$ cat config.mk
export PLATFORM = sky130hd
export DESIGN_NAME = hazard_ctrl
export DESIGN_NICKNAME = d
export VERILOG_FILES = /design/src/rtl/hazard_ctrl.sv
export SDC_FILE = /design/constraint.sdc
export NUM_CORES = 1
export LEC_CHECK = 0
export CORE_UTILIZATION = 46
export CTS_CLUSTER_DIAMETER = 200
export DETAILED_ROUTE_END_ITERATION = 6
export GPL_ROUTABILITY_DRIVEN = 0
export PLACE_DENSITY = 0.91
export SLEW_MARGIN = 10
export SYNTH_ARGS = -nofsm -noshare
export SYNTH_HDL_FRONTEND = slang
export SYNTH_SLANG_ARGS = --single-unit
$ cat constraint.sdc
create_clock -name clk -period 2.63 [get_ports clk]
set_clock_uncertainty 0.1 [all_clocks]
set_input_delay 0.263 -clock clk [delete_from_list [all_inputs] [get_ports clk]]
set_output_delay 0.263 -clock clk [all_outputs]
set_load 0.05 [all_outputs]
$ cat src/rtl/hazard_ctrl.sv
// Pipeline hazard controller: forwarding mux selects, load-use stall and
// taken-branch flush sequencing, plus a saturating stall-cycle counter.
//
// state   | meaning
// --------+--------------------------------------------------------------
// S_RUN   | normal issue; a taken branch flushes, a load-use stalls one cycle
// S_FLUSH | extra flush cycles after a taken branch; fcnt_q counts them down
module hazard_ctrl #(
    parameter int unsigned FLUSH_CYCLES = 2,
    parameter int unsigned CNT_W        = 16
) (
    input  logic             clk,
    input  logic             rstn,
    input  logic [4:0]       id_rs1_addr_i,
    input  logic [4:0]       id_rs2_addr_i,
    input  logic             id_rs1_used_i,
    input  logic             id_rs2_used_i,
    input  logic [4:0]       ex_rs1_addr_i,
    input  logic [4:0]       ex_rs2_addr_i,
    input  logic             ex_reg_wr_i,
    input  logic             ex_mem_rd_i,
    input  logic [4:0]       ex_wb_addr_i,
    input  logic             branch_taken_ex_i,
    output logic             pc_hold_o,
    output logic             ifid_hold_o,
    output logic             ifid_flush_o,
    output logic             idex_bubble_o,
    output logic [1:0]       fwd_a_sel_o,
    output logic [1:0]       fwd_b_sel_o,
    output logic [CNT_W-1:0] stall_cnt_o,
    output logic             busy_flush_o
);

    typedef enum logic [0:0] {
        S_RUN   = 1'b0,
        S_FLUSH = 1'b1
    } state_e;

    localparam logic [2:0] FLUSH_LAST = 3'(FLUSH_CYCLES - 1);
    localparam logic [1:0] SEL_RF     = 2'b00;
    localparam logic [1:0] SEL_MEMWB  = 2'b01;
    localparam logic [1:0] SEL_EXMEM  = 2'b10;

    state_e           state_q, state_d;
    logic [2:0]       fcnt_q, fcnt_d;
    logic             exmem_reg_wr_q, exmem_mem_rd_q;
    logic [4:0]       exmem_wb_addr_q;
    logic             memwb_reg_wr_q;
    logic [4:0]       memwb_wb_addr_q;
    logic [CNT_W-1:0] stall_cnt_q;

    logic             load_use;
    logic             pc_hold_d, ifid_hold_d, ifid_flush_d, idex_bubble_d;
    logic [1:0]       fwd_a_d, fwd_b_d;

    // Shadow copies of the downstream pipeline registers; they track every cycle.
    always_ff @(posedge clk or negedge rstn) begin
        if (!rstn) begin
            exmem_reg_wr_q  <= 1'b0;
            exmem_mem_rd_q  <= 1'b0;
            exmem_wb_addr_q <= 5'd0;
            memwb_reg_wr_q  <= 1'b0;
            memwb_wb_addr_q <= 5'd0;
        end else begin
            exmem_reg_wr_q  <= ex_reg_wr_i;
            exmem_mem_rd_q  <= ex_mem_rd_i;
            exmem_wb_addr_q <= ex_wb_addr_i;
            memwb_reg_wr_q  <= exmem_reg_wr_q;
            memwb_wb_addr_q <= exmem_wb_addr_q;
        end
    end

    function automatic logic [1:0] fwd_sel(
        input logic [4:0] src,
        input logic       em_wr,
        input logic       em_rd,
        input logic [4:0] em_addr,
        input logic       mw_wr,
        input logic [4:0] mw_addr
    );
        logic [1:0] sel;
        sel = SEL_RF;
        // A load still in EX/MEM has no data yet; it can only forward from MEM/WB.
        if (em_wr && !em_rd && (em_addr != 5'd0) && (em_addr == src)) begin
            sel = SEL_EXMEM;
        end else if (mw_wr && (mw_addr != 5'd0) && (mw_addr == src)) begin
            sel = SEL_MEMWB;
        end
        return sel;
    endfunction

    always_comb begin
        fwd_a_d = fwd_sel(ex_rs1_addr_i, exmem_reg_wr_q, exmem_mem_rd_q, exmem_wb_addr_q,
                          memwb_reg_wr_q, memwb_wb_addr_q);
        fwd_b_d = fwd_sel(ex_rs2_addr_i, exmem_reg_wr_q, exmem_mem_rd_q, exmem_wb_addr_q,
                          memwb_reg_wr_q, memwb_wb_addr_q);
    end

    assign load_use = ex_mem_rd_i & ex_reg_wr_i & (ex_wb_addr_i != 5'd0) &
                      ((id_rs1_used_i & (ex_wb_addr_i == id_rs1_addr_i)) |
                       (id_rs2_used_i & (ex_wb_addr_i == id_rs2_addr_i)));

    always_ff @(posedge clk or negedge rstn) begin
        if (!rstn) begin
            state_q <= S_RUN;
            fcnt_q  <= 3'd0;
        end else begin
            state_q <= state_d;
            fcnt_q  <= fcnt_d;
        end
    end

    always_comb begin
        state_d       = state_q;
        fcnt_d        = fcnt_q;
        pc_hold_d     = 1'b0;
        ifid_hold_d   = 1'b0;
        ifid_flush_d  = 1'b0;
        idex_bubble_d = 1'b0;
        case (state_q)
            S_RUN: begin
                if (branch_taken_ex_i) begin
                    ifid_flush_d  = 1'b1;
                    idex_bubble_d = 1'b1;
                    if (FLUSH_LAST != 3'd0) begin
                        state_d = S_FLUSH;
                        fcnt_d  = FLUSH_LAST;
                    end
                end else if (load_use) begin
                    pc_hold_d     = 1'b1;
                    ifid_hold_d   = 1'b1;
                    idex_bubble_d = 1'b1;
                end
            end
            S_FLUSH: begin
                ifid_flush_d  = 1'b1;
                idex_bubble_d = 1'b1;
                fcnt_d        = fcnt_q - 3'd1;
                // Leave once the count reaches zero, so the branch cycle plus
                // FLUSH_CYCLES-1 cycles here make up the whole flush.
                if (fcnt_q <= 3'd1) begin
                    state_d = S_RUN;
                end
            end
            default: begin
                state_d = S_RUN;
                fcnt_d  = 3'd0;
            end
        endcase
    end

    always_ff @(posedge clk or negedge rstn) begin
        if (!rstn) begin
            stall_cnt_q <= '0;
        end else if (pc_hold_d && (stall_cnt_q != {CNT_W{1'b1}})) begin
            stall_cnt_q <= stall_cnt_q + CNT_W'(1);
        end
    end

    // Outputs are gated by rstn so reset silences them even with hazards on the inputs.
    assign pc_hold_o     = rstn & pc_hold_d;
    assign ifid_hold_o   = rstn & ifid_hold_d;
    assign ifid_flush_o  = rstn & ifid_flush_d;
    assign idex_bubble_o = rstn & idex_bubble_d;
    assign busy_flush_o  = rstn & (state_q == S_FLUSH);
    assign fwd_a_sel_o   = rstn ? fwd_a_d : SEL_RF;
    assign fwd_b_sel_o   = rstn ? fwd_b_d : SEL_RF;
    assign stall_cnt_o   = stall_cnt_q;

endmodule

==> metrics.cfg <==
[timing]
max_freq_ghz=0.392
hold_viol=0
relSlewSlack_pct=66.0
finalCritPeriodShare_pct=97.0
rsz0062_at_grt=no
setup_viol=0
fin_ws_ps=77.8
slew_viol_final=0
worst_pin_slew_ps=509
finalSetupTns_ps=0
fin_crit_ps=2550

[yosys]
ys_seq_elements=33
synth_area_leader_cell=dfrtp_1
synth.cell_area_mm2=0.00184
yosys_warnings=0
synth-async-reset-ratio_pct=100
synth-edff-count=0
synth_nets=203
synth_ff_type=dfrtp_1
yosysUniqueCellTypes=36
synth_common_cells=xor2_1 (37), dfrtp_1 (33), nand3_1 (12)
synthCells=168
synth_area_per_cell_um2=11.0
ys_seq_area_share_pct=44.8
ys_top_cells_by_area=dfrtp_1 (45%), xor2_1 (18%), nor4_2 (4.7%), xnor2_1 (4.3%), nand3_1 (3.3%)
yosysMostFrequentCell=xor2_1
synth.top_cell.area_share_pct=44.8

[routing]
vias_per_cell=5.42
drt_first_pass_iters=4
ant_nets=0
drc_errors=0
vias=1528
wl_um=4320
drt_iter0_drc=37
wl_per_cell_um=15.3

[setup_path]
startpoint_type=register
cp_data_required_time_ps=2270
arrival_ps=2190
critPathMaxFanout=4
crit_path_end_kind=output port
critical_path_class=register to output port

[finish]
syn2layout_area_growth_pct=42.6
drive_gt1_share_pct=14.1
nets=268
regArea_um2=826
multiInputGateArea_um2=1000
fillers=299
final_cells=282
finalInstanceArea_mm2=0.00263
diodes=0

[clocking]
cts_buffers=5
clkSinkCount=33
cts_tree=yes
htreeDepth=2
cts_root_buf=clkbuf_8
clock_tree.buffer_depth=2
clkTransAtPathRegs_ps=70
insertion_delay_ps=290
post-cts-setup-buffers=0

[place]
placed_area_mm2=0.00255
dp_hpwl_um=3330
port_buffers=56
place_ws_ps=156
dp.cells=274

[grt]
grt_max_degree=40
grt_pass1_vias=1532
grt_usage_pct=23.1
overflow=0
grt_antenna_before_repair=0
grt_pass1_wl_um=7350

[power_and_ir_drop]
ir_drop_uv=289
p_total_mw=1.32
power_density_mw_per_mm2=501
leakagePower_nw=1.13

[floorplanning]
die_h_um=65.3
initial_utilization_pct=49.3
io_pins=57
std_cell_rows=22
dieArea_mm2=0.00427
die_w_um=65.3
core-area_mm2=0.00374

[outcome]
outcome=complete, no violations

[min_path]
hp-class=register to register

[job]
drv_cap=0

==> cell type report <==
cell class | instances | share of cell area, %
Multi-Input combinational cell | 129 | 38.0
Clock inverter | 2 | 0.381
Timing Repair Buffer | 61 | 24.7
Tap cell | 48 | 2.28
Inverter | 3 | 0.428
Sequential cell | 33 | 31.4
Clock buffer | 6 | 2.76
==> path summary, 6_finish.rpt <==
check                                     end  cells past startpoint               start  slack, ps
min in group asynchronous  exmem_wb_addr_q[3]                      2                rstn        370
max                            fwd_b_sel_o[0]                      5  exmem_wb_addr_q[1]         80
max reg2reg                   stall_cnt_o[12]                      6      stall_cnt_o[0]        720
min                            memwb_reg_wr_q                      0      exmem_reg_wr_q        270
max in group asynchronous     stall_cnt_o[15]                      2                rstn       1760
min reg2reg                    memwb_reg_wr_q                      0      exmem_reg_wr_q        270
==> registers in the layout, summed over array words and instances, names as in the netlist <==
| register | flops |
|---|---|
| memwb_wb_addr_q | 5 |
| memwb_reg_wr_q | 1 |
| exmem_mem_rd_q | 1 |
| exmem_reg_wr_q | 1 |
| state_q | 1 |
| stall_cnt_o | 16 |
| fcnt_q | 3 |
| exmem_wb_addr_q | 5 |
==> what timing repair did <==
| action | in CTS | in global routing |
|---|---|---|
| endpoints found under the setup margin | 1 | 0 |
| hold buffers | 0 | 0 |
| gates resized for setup | 1 | 0 |
==> cell families (layout without fill, tap and decap cells) <==
family,after synthesis,after routing,share of synthesized area [%]
XOR/XNOR,46,46,21.8
flip-flops,33,33,44.8
AND/OR/NAND/NOR,69,69,24.8
AO/OA/AOI/OAI,10,10,4.00
multiplexers,1,1,0.814
buffers and inverters,6,72,1.70
adder cells (fa/ha/maj),3,3,2.04
==> cells in the final DEF, fill, tap and decap left out, drive strengths merged, types with 3 or more instances in the layout <==
cell           Yosys  final
nor3               7      7
clkdlybuf4s50      0     47
or4                4      4
nand3             12     12
nand4              4      4
nor4b              4      4
inv                3      3
nand2              6      6
nor4              12     12
xor2              37     37
nor2               6      6
dfrtp             33     33
ha                 3      3
buf                3     14
xnor2              9      9
clkbuf             0      6
and2               4      4
==> metrics by stage <==
stage,util (%),hold WS [ps]
finish,70.3,274
global route,70.3,287
CTS,70.3,274
detailed placement,68.0,259
global placement,68.0,252
floorplan,-,-133
==> worst max-delay path: stages (launching register included) <==
cell and delay (ps):
dfrtp_1 430, or4_1 550, o21ai_1 210, nor4_1 120, nor4_2 400, buf_12 190
==> routing by layer <==
layer	part of all wire, %	global-route usage, %
met2	52	39.8
met4	0.95	5.98
met5	0	0
met3	5.2	5.90
met1	42	28.7
==> power by group <==
group	internal, mW	leakage (nW)	switching, mW
sequential	0.552	0.422	0.0567
clock	0.183	0.0450	0.184
combinational	0.173	0.662	0.170
total	0.908	1.13	0.411
No activity file was read; power rests on OpenSTA's default activity.
